--- config.mk ---
export PLATFORM = sky130hd
export DESIGN_NAME = tcam_driver
export DESIGN_NICKNAME = d
export VERILOG_FILES = /design/src/rtl/tcam_driver.sv
export SDC_FILE = /design/constraint.sdc
export NUM_CORES = 1
export LEC_CHECK = 0
export CORE_ASPECT_RATIO = 0.75
export CORE_MARGIN = 2
export CORE_UTILIZATION = 30
export DETAILED_ROUTE_END_ITERATION = 10
export DONT_BUFFER_PORTS = 1
export SYNTH_ARGS = -nofsm -noshare
export SYNTH_HDL_FRONTEND = slang
export SYNTH_SLANG_ARGS = --single-unit
export TNS_END_PERCENT = 1
--- constraint.sdc ---
create_clock -name clk -period 2 [get_ports clk]
set_input_delay 0.6 -clock clk [delete_from_list [all_inputs] [get_ports clk]]
set_output_delay 0.6 -clock clk [all_outputs]
set_load 0.02 [all_outputs]
--- src/rtl/tcam_driver.sv ---
// tcam_driver: clocked initiator for a combinational TCAM write/search port.
// Commands arrive on a valid/ready channel. Writes are sequenced with setup,
// strobe and hold phases. Searches drive the key, wait a settle window and
// return the sampled match on a valid/ready response channel.
module tcam_driver #(
    parameter int unsigned N         = 4,
    parameter int unsigned WORD_SIZE = 16,
    parameter int unsigned SETUP     = 1,
    parameter int unsigned WRITE_CYC = 2,
    parameter int unsigned SETTLE    = 2
) (
    input  logic                 clk,
    input  logic                 rst,
    input  logic                 cmd_valid,
    output logic                 cmd_ready,
    input  logic                 cmd_write,
    input  logic [N-1:0]         cmd_addr,
    input  logic [WORD_SIZE-1:0] cmd_data,
    input  logic [WORD_SIZE-1:0] cmd_mask,
    output logic                 rsp_valid,
    input  logic                 rsp_ready,
    output logic [N-1:0]         rsp_addr,
    output logic                 rsp_hit,
    output logic [WORD_SIZE-1:0] tcam_data,
    output logic [WORD_SIZE-1:0] tcam_data_x,
    output logic                 tcam_w_r_bar,
    output logic [N-1:0]         tcam_write_address,
    input  logic [N-1:0]         tcam_address,
    input  logic                 tcam_match_flag
);

    localparam int unsigned MAX_SW  = (SETUP > WRITE_CYC) ? SETUP : WRITE_CYC;
    localparam int unsigned MAX_CYC = (MAX_SW > SETTLE) ? MAX_SW : SETTLE;
    localparam int unsigned CW      = (MAX_CYC > 1) ? $clog2(MAX_CYC) : 1;

    typedef enum logic [2:0] {
        IDLE     = 3'd0,
        W_SETUP  = 3'd1,
        W_STROBE = 3'd2,
        W_HOLD   = 3'd3,
        S_DRIVE  = 3'd4,
        S_RESP   = 3'd5
    } state_t;

    state_t               state, state_n;
    logic [CW-1:0]        cnt, cnt_n;
    logic                 cmd_ready_n;
    logic                 rsp_valid_n;
    logic [N-1:0]         rsp_addr_n;
    logic                 rsp_hit_n;
    logic [WORD_SIZE-1:0] tcam_data_n;
    logic [WORD_SIZE-1:0] tcam_data_x_n;
    logic                 tcam_w_r_bar_n;
    logic [N-1:0]         tcam_write_address_n;

    // State, phase counter and all registered outputs.
    always_ff @(posedge clk or posedge rst) begin
        if (rst) begin
            state              <= IDLE;
            cnt                <= '0;
            cmd_ready          <= 1'b1;
            rsp_valid          <= 1'b0;
            rsp_addr           <= '0;
            rsp_hit            <= 1'b0;
            tcam_data          <= '0;
            tcam_data_x        <= '0;
            tcam_w_r_bar       <= 1'b0;
            tcam_write_address <= '0;
        end else begin
            state              <= state_n;
            cnt                <= cnt_n;
            cmd_ready          <= cmd_ready_n;
            rsp_valid          <= rsp_valid_n;
            rsp_addr           <= rsp_addr_n;
            rsp_hit            <= rsp_hit_n;
            tcam_data          <= tcam_data_n;
            tcam_data_x        <= tcam_data_x_n;
            tcam_w_r_bar       <= tcam_w_r_bar_n;
            tcam_write_address <= tcam_write_address_n;
        end
    end

    // Next state, counter reload on state entry, and next output values.
    always_comb begin
        state_n              = state;
        cnt_n                = cnt;
        rsp_valid_n          = rsp_valid;
        rsp_addr_n           = rsp_addr;
        rsp_hit_n            = rsp_hit;
        tcam_data_n          = tcam_data;
        tcam_data_x_n        = tcam_data_x;
        tcam_w_r_bar_n       = tcam_w_r_bar;
        tcam_write_address_n = tcam_write_address;

        case (state)
            IDLE: begin
                if (cmd_valid && cmd_ready) begin
                    tcam_data_n   = cmd_data;
                    tcam_data_x_n = cmd_mask;
                    if (cmd_write) begin
                        tcam_write_address_n = cmd_addr;
                        state_n              = W_SETUP;
                        cnt_n                = CW'(SETUP - 1);
                    end else begin
                        state_n = S_DRIVE;
                        cnt_n   = CW'(SETTLE - 1);
                    end
                end
            end
            W_SETUP: begin
                if (cnt == '0) begin
                    tcam_w_r_bar_n = 1'b1;
                    state_n        = W_STROBE;
                    cnt_n          = CW'(WRITE_CYC - 1);
                end else begin
                    cnt_n = cnt - CW'(1);
                end
            end
            W_STROBE: begin
                if (cnt == '0) begin
                    tcam_w_r_bar_n = 1'b0;
                    state_n        = W_HOLD;
                    cnt_n          = '0;
                end else begin
                    cnt_n = cnt - CW'(1);
                end
            end
            W_HOLD: begin
                state_n = IDLE;
                cnt_n   = '0;
            end
            S_DRIVE: begin
                if (cnt == '0) begin
                    rsp_hit_n   = tcam_match_flag;
                    rsp_addr_n  = tcam_match_flag ? tcam_address : '0;
                    rsp_valid_n = 1'b1;
                    state_n     = S_RESP;
                    cnt_n       = '0;
                end else begin
                    cnt_n = cnt - CW'(1);
                end
            end
            S_RESP: begin
                if (rsp_ready) begin
                    rsp_valid_n = 1'b0;
                    state_n     = IDLE;
                    cnt_n       = '0;
                end
            end
            default: begin
                state_n        = IDLE;
                cnt_n          = '0;
                tcam_w_r_bar_n = 1'b0;
                rsp_valid_n    = 1'b0;
            end
        endcase

        cmd_ready_n = (state_n == IDLE);
    end

endmodule

==> results of run 1 <==
-- worst max-delay path, delay by kind of cell, from the launching register on --
family	cells	cell delay (ns)
buf+inv	1	0.22
flops	1	0.50
mux	1	0.36
simple gates	2	0.57
-- stage by stage --
| step | worst slack, ns | instances | hold WS (ns) |
|---|---|---|---|
| 2_1_floorplan | 0.2572 | 139 | 0.5322 |
| 3_3_place_gp | 0.2966 | 219 | 0.4972 |
| 3_5_place_dp | 0.2275 | 219 | 0.5134 |
| 4_1_cts | 0.2163 | 227 | 0.1794 |
| 5_1_grt | 0.1445 | 227 | 0.1996 |
| 6_report | 0.2215 | 227 | 0.1737 |
-- worst max path at each step --
stage | startpoint | depth (start not counted) | endpoint
3_5_place_dp | state[1]$_DFF_PP0_ | 4 | tcam_data_x[7]$_DFFE_PP0P_
5_1_grt | state[1]$_DFF_PP0_ | 4 | tcam_data_x[7]$_DFFE_PP0P_
3_3_place_gp | state[1]$_DFF_PP0_ | 4 | tcam_data_x[9]$_DFFE_PP0P_
6_report | state[1]$_DFF_PP0_ | 4 | tcam_data[13]$_DFFE_PP0P_
4_1_cts | state[1]$_DFF_PP0_ | 4 | tcam_data[6]$_DFFE_PP0P_
2_1_floorplan | rst | 1 | cnt$_DFFE_PP0P_
-- final cells by class --
class                           instances  area [sq um]
Sequential cell                        48          1202
Fill cell                             626          4163
Clock inverter                          2         13.76
Clock buffer                            6         82.58
Tap cell                               81         101.3
Timing Repair Buffer                    6         57.56
Multi-Input combinational cell         80         683.2
Inverter                                4         15.01
-- per-layer routing --
metal	global-route usage [%]	vias up	wire length [um]
met1	12.87	515	1571
met2	16.09	72	1728
met4	2.932	0	19
met3	4.887	2	410
li1	-	496	-
met5	0	-	0
-- power groups by stage --
| stage | sequential, uW | clock (uW) | combinational (uW) |
|---|---|---|---|
| 2_1_floorplan | 2300 | 0 | 965 |
| 3_3_place_gp | 2440 | 0 | 997 |
| 3_5_place_dp | 2440 | 0 | 1080 |
| 4_1_cts | 2440 | 635 | 1070 |
| 5_1_grt | 2500 | 679 | 1170 |
| 6_report | 2430 | 600 | 1050 |
-- cells by family after synthesis --
logic type | Yosys count | share of synthesized area [%]
AND/OR/NAND/NOR | 24 | 6.167
AO/OA/AOI/OAI | 18 | 6.103
multiplexers | 38 | 22.44
flip-flops | 48 | 61.09
buffers and inverters | 11 | 4.195
-- layout by cell type (no fill, tap or decap), types with 2 or more instances in the layout --
master    instances
a21oi_1           2
mux2_2           33
nand2_1          11
inv_1             3
nor2_1            6
mux2_4            4
clkbuf_8          6
dfrtp_1          47
o21ai_0           6
a211oi_1          2
nand3_1           2
buf_4             5
o211ai_1          2
-- flip-flops by register name, summed over array words and instances (netlist names) --
register,count
cmd_ready,1
state,3
tcam_data,16
cnt,1
rsp_valid,1
rsp_hit,1
tcam_w_r_bar,1
tcam_data_x,16
rsp_addr,4
tcam_write_address,4
==> impl_metrics.yaml, run 1 <==
worst_setup_path:
  r2r_start: "state[1]$_DFF_PP0_"
  r2r_end: "tcam_data[13]$_DFFE_PP0P_"
  worstPathArrival_ns: 1.96
  crit_required_ns: 2.18
  endpoint_kind: "flop"
  worstSetupPathType: "reg -> reg"
  cp-start-kind: "flop"
  cp_slowest_cell: "dfrtp_1"
  rrSetupSlack_ns: 0.22
  slowest_delay_ns: 0.50
  r2r_cells: 4
  crit_fanout: 27
  crit_chain: "nor3_4 > and3_1 > buf_12 > mux2_2"
finish:
  antennaDiodeCount: 0
  finalInstanceArea_sq_mm: 0.002156
  drive_gt1_share_pct: 37.67
  final_core_util_pct: 34.12
  syn_to_final_growth_pct: 9.536
  fin_nets: 191
global_routing:
  grt-ovfl-total: 0
  grt_use_total_pct: 10.25
  grt_pass1_wl_um: 5706
  grt_max_degree: 28
  grt_pass1_vias: 1165
  grt_antenna_before_repair: 0
pwr:
  seq_power_share_pct: 59.6
  p_leak_uw: 0.0009217
  sw_frac_of_total_pct: 41.88
  power.density_mw_per_mm2: 1892
  clock_power_share_pct: 14.7
  power_frac_comb_pct: 25.7
  irDropWorstVdd_mv: 0.6194
  intPower_uw: 2371
  switchingPower_uw: 1709
  p_total_uw: 4080
detailed_routing:
  vias_per_cell: 4.780
  finalWirelength_um: 3730
  drt_pre_antenna_iters: 4
  drt_iter0_markers: 46
  wl_per_cell_um: 16.43
  dr_total_vias: 1085
  ant_nets: 0
  drc: 0
logic_synthesis:
  synth_top_cell_area_share_pct: 59.76
  synth_ff_type: "dfrtp_1"
  synth_seq_area_share_pct: 61.09
  synth_cell_types: 27
  synth_area_per_cell_sq_um: 14.16
  synth.most_common_cell: "dfrtp_1"
  synth-edff-count: 0
  synthesis.instances: 139
  ys_ff_latch: 48
  synth_top_cells_by_count: "dfrtp_1, mux2_2, nand2_1"
  yosysWarnings: 0
  yosysTopAreaCell: "dfrtp_1"
  synth_area_sq_mm: 0.001968
  synth_area_leaders: "dfrtp_1, mux2_2, mux2_4"
  syn_nets: 185
  async_reset_ff_share_pct: 100.0
placed_design:
  portBuffers: 0
  dp_hpwl_um: 2823
  place_area_sq_mm: 0.002059
  gp_congestion: 0.7604
sta:
  fin_crit_ns: 1.778
  skew_ns: 0.007839
  drv_slew: 0
  finalSetupViolations: 0
  rsz0062_at_grt: "no"
  fin_setup_tns_ns: 0
  tightest_slew_ns: 0.4264
  hold_viol: 0
  max_freq_mhz: 562.3
  post-route-period-util_pct: 88.92
  slew_headroom_pct: 71.53
clocking:
  cts_tree: "done"
  clock_latency_ns: 0.29
  clk_pin_slew_worst_paths_ns: 0.09
  cts_buffers: 5
  root_buffer: "clkbuf_8"
  cts_hold_buf: 0
  clock_path_buffers: 2
  clock_sinks: 48
  postCtsSetupBuffers: 0
  cts-resized-gates: 0
  htreeDepth: 2
flow_run:
  drv_cap: 0
run_status:
  status: "finished, final reports clean"
floorplanning:
  die_w_um: 97.53
  start_util_pct: 31.15
  rows: 25
  chipHeight_um: 74.15
  die_area_sq_mm: 0.007231
  ios: 90
  core_sq_mm: 0.006319
worst_hold_path:
  hp-class: "in -> async"
Note: power is estimated with default switching activity, not from simulation.
==> run 2, diff against run 1 <==
Settings changed: CORE_UTILIZATION 30 to 61, HOLD_SLACK_MARGIN set to 0.05, PLACE_DENSITY set to 0.77.
==> run 2 against run 1 <==
Via count increased by 1.8%. Sequential cell count unchanged. First-iteration DRC count is 15% lower. Highest routed layer unchanged. Clock skew shrank 0.0043 ns. Critical path depth is the same.
==> impl_metrics.yaml, run 2 (same netlist as run 1, synthesis figures left out) <==
detailed_routing:
  finalWirelength_um: 3280
  drt_iter0_markers: 39
  drt_pre_antenna_iters: 4
  ant_nets: 0
  dr_total_vias: 1104
  wl_per_cell_um: 18.12
  vias_per_cell: 6.099
  drc: 0
worst_setup_path:
  worst-path-stages: 4
  cp_slowest_cell: "dfrtp_1"
  r2r_start: "state[1]$_DFF_PP0_"
  cp-start-kind: "flop"
  r2r_end: "tcam_data_x[15]$_DFFE_PP0P_"
  crit_required_ns: 2.17
  slowest_delay_ns: 0.51
  crit_fanout: 33
  worstSetupPathType: "reg -> reg"
  worstPathArrival_ns: 1.95
  rrSetupSlack_ns: 0.22
  worstPathBufferInverterCount: 1
  endpoint_kind: "flop"
  r2r_cells: 4
  crit_family: "simple AND/OR/NAND/NOR gates"
  crit_chain: "nor3_4 > and3_1 > buf_12 > mux2_2"
sta:
  rsz0062_at_grt: "no"
  skew_ns: 0.003491
  post-route-period-util_pct: 89.11
  hold_viol: 0
  slew_headroom_pct: 70.04
  fin_setup_tns_ns: 0
  fin_crit_ns: 1.782
  hold_slack_ns: 0.2019
  max_freq_mhz: 561.1
  drv_slew: 0
  finalSetupViolations: 0
  tightest_slew_ns: 0.4487
finish:
  finalInstanceArea_sq_mm: 0.002086
  antennaDiodeCount: 0
  drive_gt1_share_pct: 34.97
  fin_nets: 188
  instances_no_fill: 181
  syn_to_final_growth_pct: 5.976
  largest_registers: "tcam_data (16), tcam_data_x (16)"
  final_common_cell: "dfrtp_1"
  mostFrequentLayoutCells: "dfrtp_1, mux2_2, nand2_1"
flow_run:
  drv_cap: 0
clocking:
  cts_hold_buf: 0
  root_buffer: "clkbuf_8"
  cts_buffers: 5
  clock_sinks: 48
  postCtsSetupBuffers: 0
  htreeDepth: 2
  clk_pin_slew_worst_paths_ns: 0.08
  clock_path_buffers: 2
  clock_latency_ns: 0.28
  cts_tree: "done"
  cts-resized-gates: 0
pwr:
  clock_power_share_pct: 13.9
  p_leak_uw: 0.0009048
  sw_frac_of_total_pct: 41.06
  intPower_uw: 2352
  power.density_mw_per_mm2: 1913
  power_frac_comb_pct: 24.9
  p_total_uw: 3991
  switchingPower_uw: 1639
  seq_power_share_pct: 61.2
  irDropWorstVdd_mv: 1.056
placed_design:
  dp_cells: 173
  gp_congestion: 0.7736
  portBuffers: 0
  dp_hpwl_um: 2508
  place_area_sq_mm: 0.001996
floorplanning:
  chipHeight_um: 53.19
  core_sq_mm: 0.002999
  rows: 17
  start_util_pct: 65.62
  die_w_um: 69.59
  die_area_sq_mm: 0.003701
  ios: 90
global_routing:
  grt_pass1_wl_um: 5313
  grt_pass1_vias: 1137
  grt_antenna_before_repair: 0
  grt_use_total_pct: 19.18
  grt_max_degree: 34
  grt-ovfl-total: 0
worst_hold_path:
  hp-class: "in -> async"
run_status:
  status: "finished, final reports clean"
[run 2: stage by stage]
stage          setup WS (ns)  utilization (%)
2_1_floorplan         0.2572                -
3_3_place_gp          0.2969            66.54
3_5_place_dp          0.2285            66.54
4_1_cts               0.2176            69.55
5_1_grt               0.1236            69.55
6_report              0.2178            69.55
[run 2: how the worst max path moves through the flow]
stage                                   from                          end  slack (ns)
after floorplan                          rst              cnt$_DFFE_PP0P_        0.26
after detailed placement  state[1]$_DFF_PP0_  tcam_data_x[15]$_DFFE_PP0P_        0.23
after CTS                 state[2]$_DFF_PP0_  tcam_data_x[15]$_DFFE_PP0P_        0.22
after global placement    state[1]$_DFF_PP0_    tcam_data[12]$_DFFE_PP0P_        0.30
after global routing      state[1]$_DFF_PP0_    tcam_data[11]$_DFFE_PP0P_        0.12
final                     state[1]$_DFF_PP0_  tcam_data_x[15]$_DFFE_PP0P_        0.22
[run 2: power groups by stage]
stage	logic, uW	registers [uW]	clock network [uW]
2_1_floorplan	965	2300	0
3_5_place_dp	1020	2460	0
5_1_grt	1120	2510	616
3_3_place_gp	947	2440	0
6_report	995	2440	555
4_1_cts	1010	2450	571
[run 2: cell type report]
class                   count  area [sq um]
flip-flops and latches     48          1202
fillers                   208         913.4
repair buffers              3         47.55
clock buffers               8         90.09
well taps                  38         47.55
inverters                   4         15.01
multi-input cells          80         683.2
[run 2: layer usage]
metal  part of all wire [%]  global-route usage, %
met4                   0.43                  6.209
met2                     48                  32.21
met1                     39                  22.41
met3                     13                  8.762
met5                      0                      0
==> run 3, diff against run 2 <==
Settings changed: CORE_UTILIZATION 61 to 45, PLACE_DENSITY 0.77 to not set.
==> run 3 against run 2 <==
Core utilization down 19 points. Die area up 33%. Cell count up 11%. Clock power down 5.4%. Routed wire length up 8.2%. Non-clock buffer count up 4. Critical endpoint is now tcam_write_address[1]$_DFFE_PP0P_. Largest power group unchanged. Highest routed layer unchanged.
==> impl_metrics.yaml, run 3 (same netlist as run 1, synthesis figures left out) <==
finish:
  syn_to_final_growth_pct: 6.675
  antennaDiodeCount: 0
  finalInstanceArea_sq_mm: 0.002100
  fin_nets: 192
  final_common_cell: "dfrtp_1"
  mostFrequentLayoutCells: "dfrtp_1, mux2_2, nand2_1, buf_4"
  drive_gt1_share_pct: 36.99
  largest_registers: "tcam_data (16), tcam_data_x (16)"
clocking:
  clock_sinks: 48
  cts_hold_buf: 0
  clock_latency_ns: 0.29
  htreeDepth: 2
  clk_pin_slew_worst_paths_ns: 0.08
  postCtsSetupBuffers: 0
  cts_buffers: 5
  cts_tree: "done"
  clock_path_buffers: 2
  root_buffer: "clkbuf_8"
  cts-resized-gates: 0
pwr:
  irDropWorstVdd_mv: 0.7966
  power.density_mw_per_mm2: 1905
  p_leak_uw: 0.0009132
worst_setup_path:
  cp_slowest_cell: "dfrtp_1"
  rrSetupSlack_ns: 0.41
  slowest_delay_ns: 0.41
  worstSetupPathType: "reg -> reg"
  endpoint_kind: "flop"
  worst-path-stages: 5
  r2r_end: "tcam_write_address[1]$_DFFE_PP0P_"
  crit_fanout: 15
  worstPathBufferInverterCount: 1
  r2r_cells: 5
  r2r_start: "state[2]$_DFF_PP0_"
  worstPathArrival_ns: 1.78
  cp-startpoint: "state[2]$_DFF_PP0_"
  cp-start-kind: "flop"
  crit_required_ns: 2.18
  critical_path.endpoint: "tcam_write_address[1]$_DFFE_PP0P_"
  crit_chain: "nor3_4 > and3_1 > buf_4 > nand2_4 > mux2_4"
  crit_family: "simple AND/OR/NAND/NOR gates"
run_status:
  status: "finished, final reports clean"
placed_design:
  portBuffers: 0
  dp_hpwl_um: 2642
  gp_congestion: 0.7123
  place_area_sq_mm: 0.002022
  place_ws_ns: 0.3895
flow_run:
  drv_cap: 0
sta:
  fin_setup_tns_ns: 0
  fin_ws_ns: 0.4059
  hold_viol: 0
  finalSetupViolations: 0
  tightest_slew_ns: 0.3024
  skew_ns: 0.009183
  post-route-period-util_pct: 79.70
  max_freq_mhz: 627.3
  rsz0062_at_grt: "no"
  slew_headroom_pct: 79.78
  drv_slew: 0
  fin_crit_ns: 1.594
  hold_slack_ns: 0.1369
global_routing:
  grt_pass1_wl_um: 5409
  grt_antenna_before_repair: 0
  grt-ovfl-total: 0
  grt_use_total_pct: 15.14
  grt_pass1_vias: 1087
  grt_max_degree: 21
floorplanning:
  core_sq_mm: 0.004129
  ios: 90
  start_util_pct: 47.67
  chipHeight_um: 61.28
  die_area_sq_mm: 0.004924
  rows: 20
  die_w_um: 80.37
detailed_routing:
  ant_nets: 0
  vias_per_cell: 5.527
  drt_iter0_markers: 45
  finalWirelength_um: 3548
  drc: 0
  wl_per_cell_um: 17.65
  dr_total_vias: 1111
  drt_pre_antenna_iters: 4
worst_hold_path:
  hp-class: "in -> async"
[run 3: power by group]
part / switching [uW] / internal [uW] / leakage [uW] / total (uW)
registers: 934 / 1470 / 0.000573 / 2410
clock network: 287 / 238 / 0.0000410 / 525
logic: 455 / 613 / 0.000299 / 1070
total: 1680 / 2320 / 0.000913 / 4000
[run 3: worst min path at each step]
stage                                   from                     endpoint  slack (ns)
after floorplan           state[2]$_DFF_PP0_           state[1]$_DFF_PP0_        0.53
after global placement                   rst  tcam_data_x[11]$_DFFE_PP0P_        0.45
after detailed placement                 rst   tcam_data_x[4]$_DFFE_PP0P_        0.45
after CTS                                rst   tcam_data_x[4]$_DFFE_PP0P_        0.14
after global routing                     rst   tcam_data_x[4]$_DFFE_PP0P_        0.14
final                                    rst     tcam_data[2]$_DFFE_PP0P_        0.14
[run 3: final cells by class]
cell class	count	area, sq um
multi-input combinational	80	683.2
tap	55	68.82
inverter	4	15.01
sequential	48	1202
timing repair buffer	7	52.55
clock inverter	1	5.005
clock buffer	6	72.57
fill	357	2029
[run 3: per-layer routing]
metal	part of all wire (%)	vias to the layer above	GRT usage [%]
li1	-	503	-
met3	9.9	5	5.865
met2	47	70	24.40
met4	0.99	0	5.811
met5	0	-	0
met1	43	533	18.89
[run 3: stage by stage]
stage | total power (uW) | cells | utilization (%)
global placement | 3440 | 194 | 48.97
CTS | 4045 | 201 | 50.85
detailed placement | 3512 | 194 | 48.97
finish | 4000 | 201 | 50.85
floorplan | 3269 | 139 | -
global route | 4253 | 201 | 50.85
[run 3: worst reg2reg max path, delay by kind of cell, from the launching register on]
family,cells,cell delay (ns)
flops,1,0.41
buf+inv,1,0.24
simple gates,3,0.52
mux,1,0.31
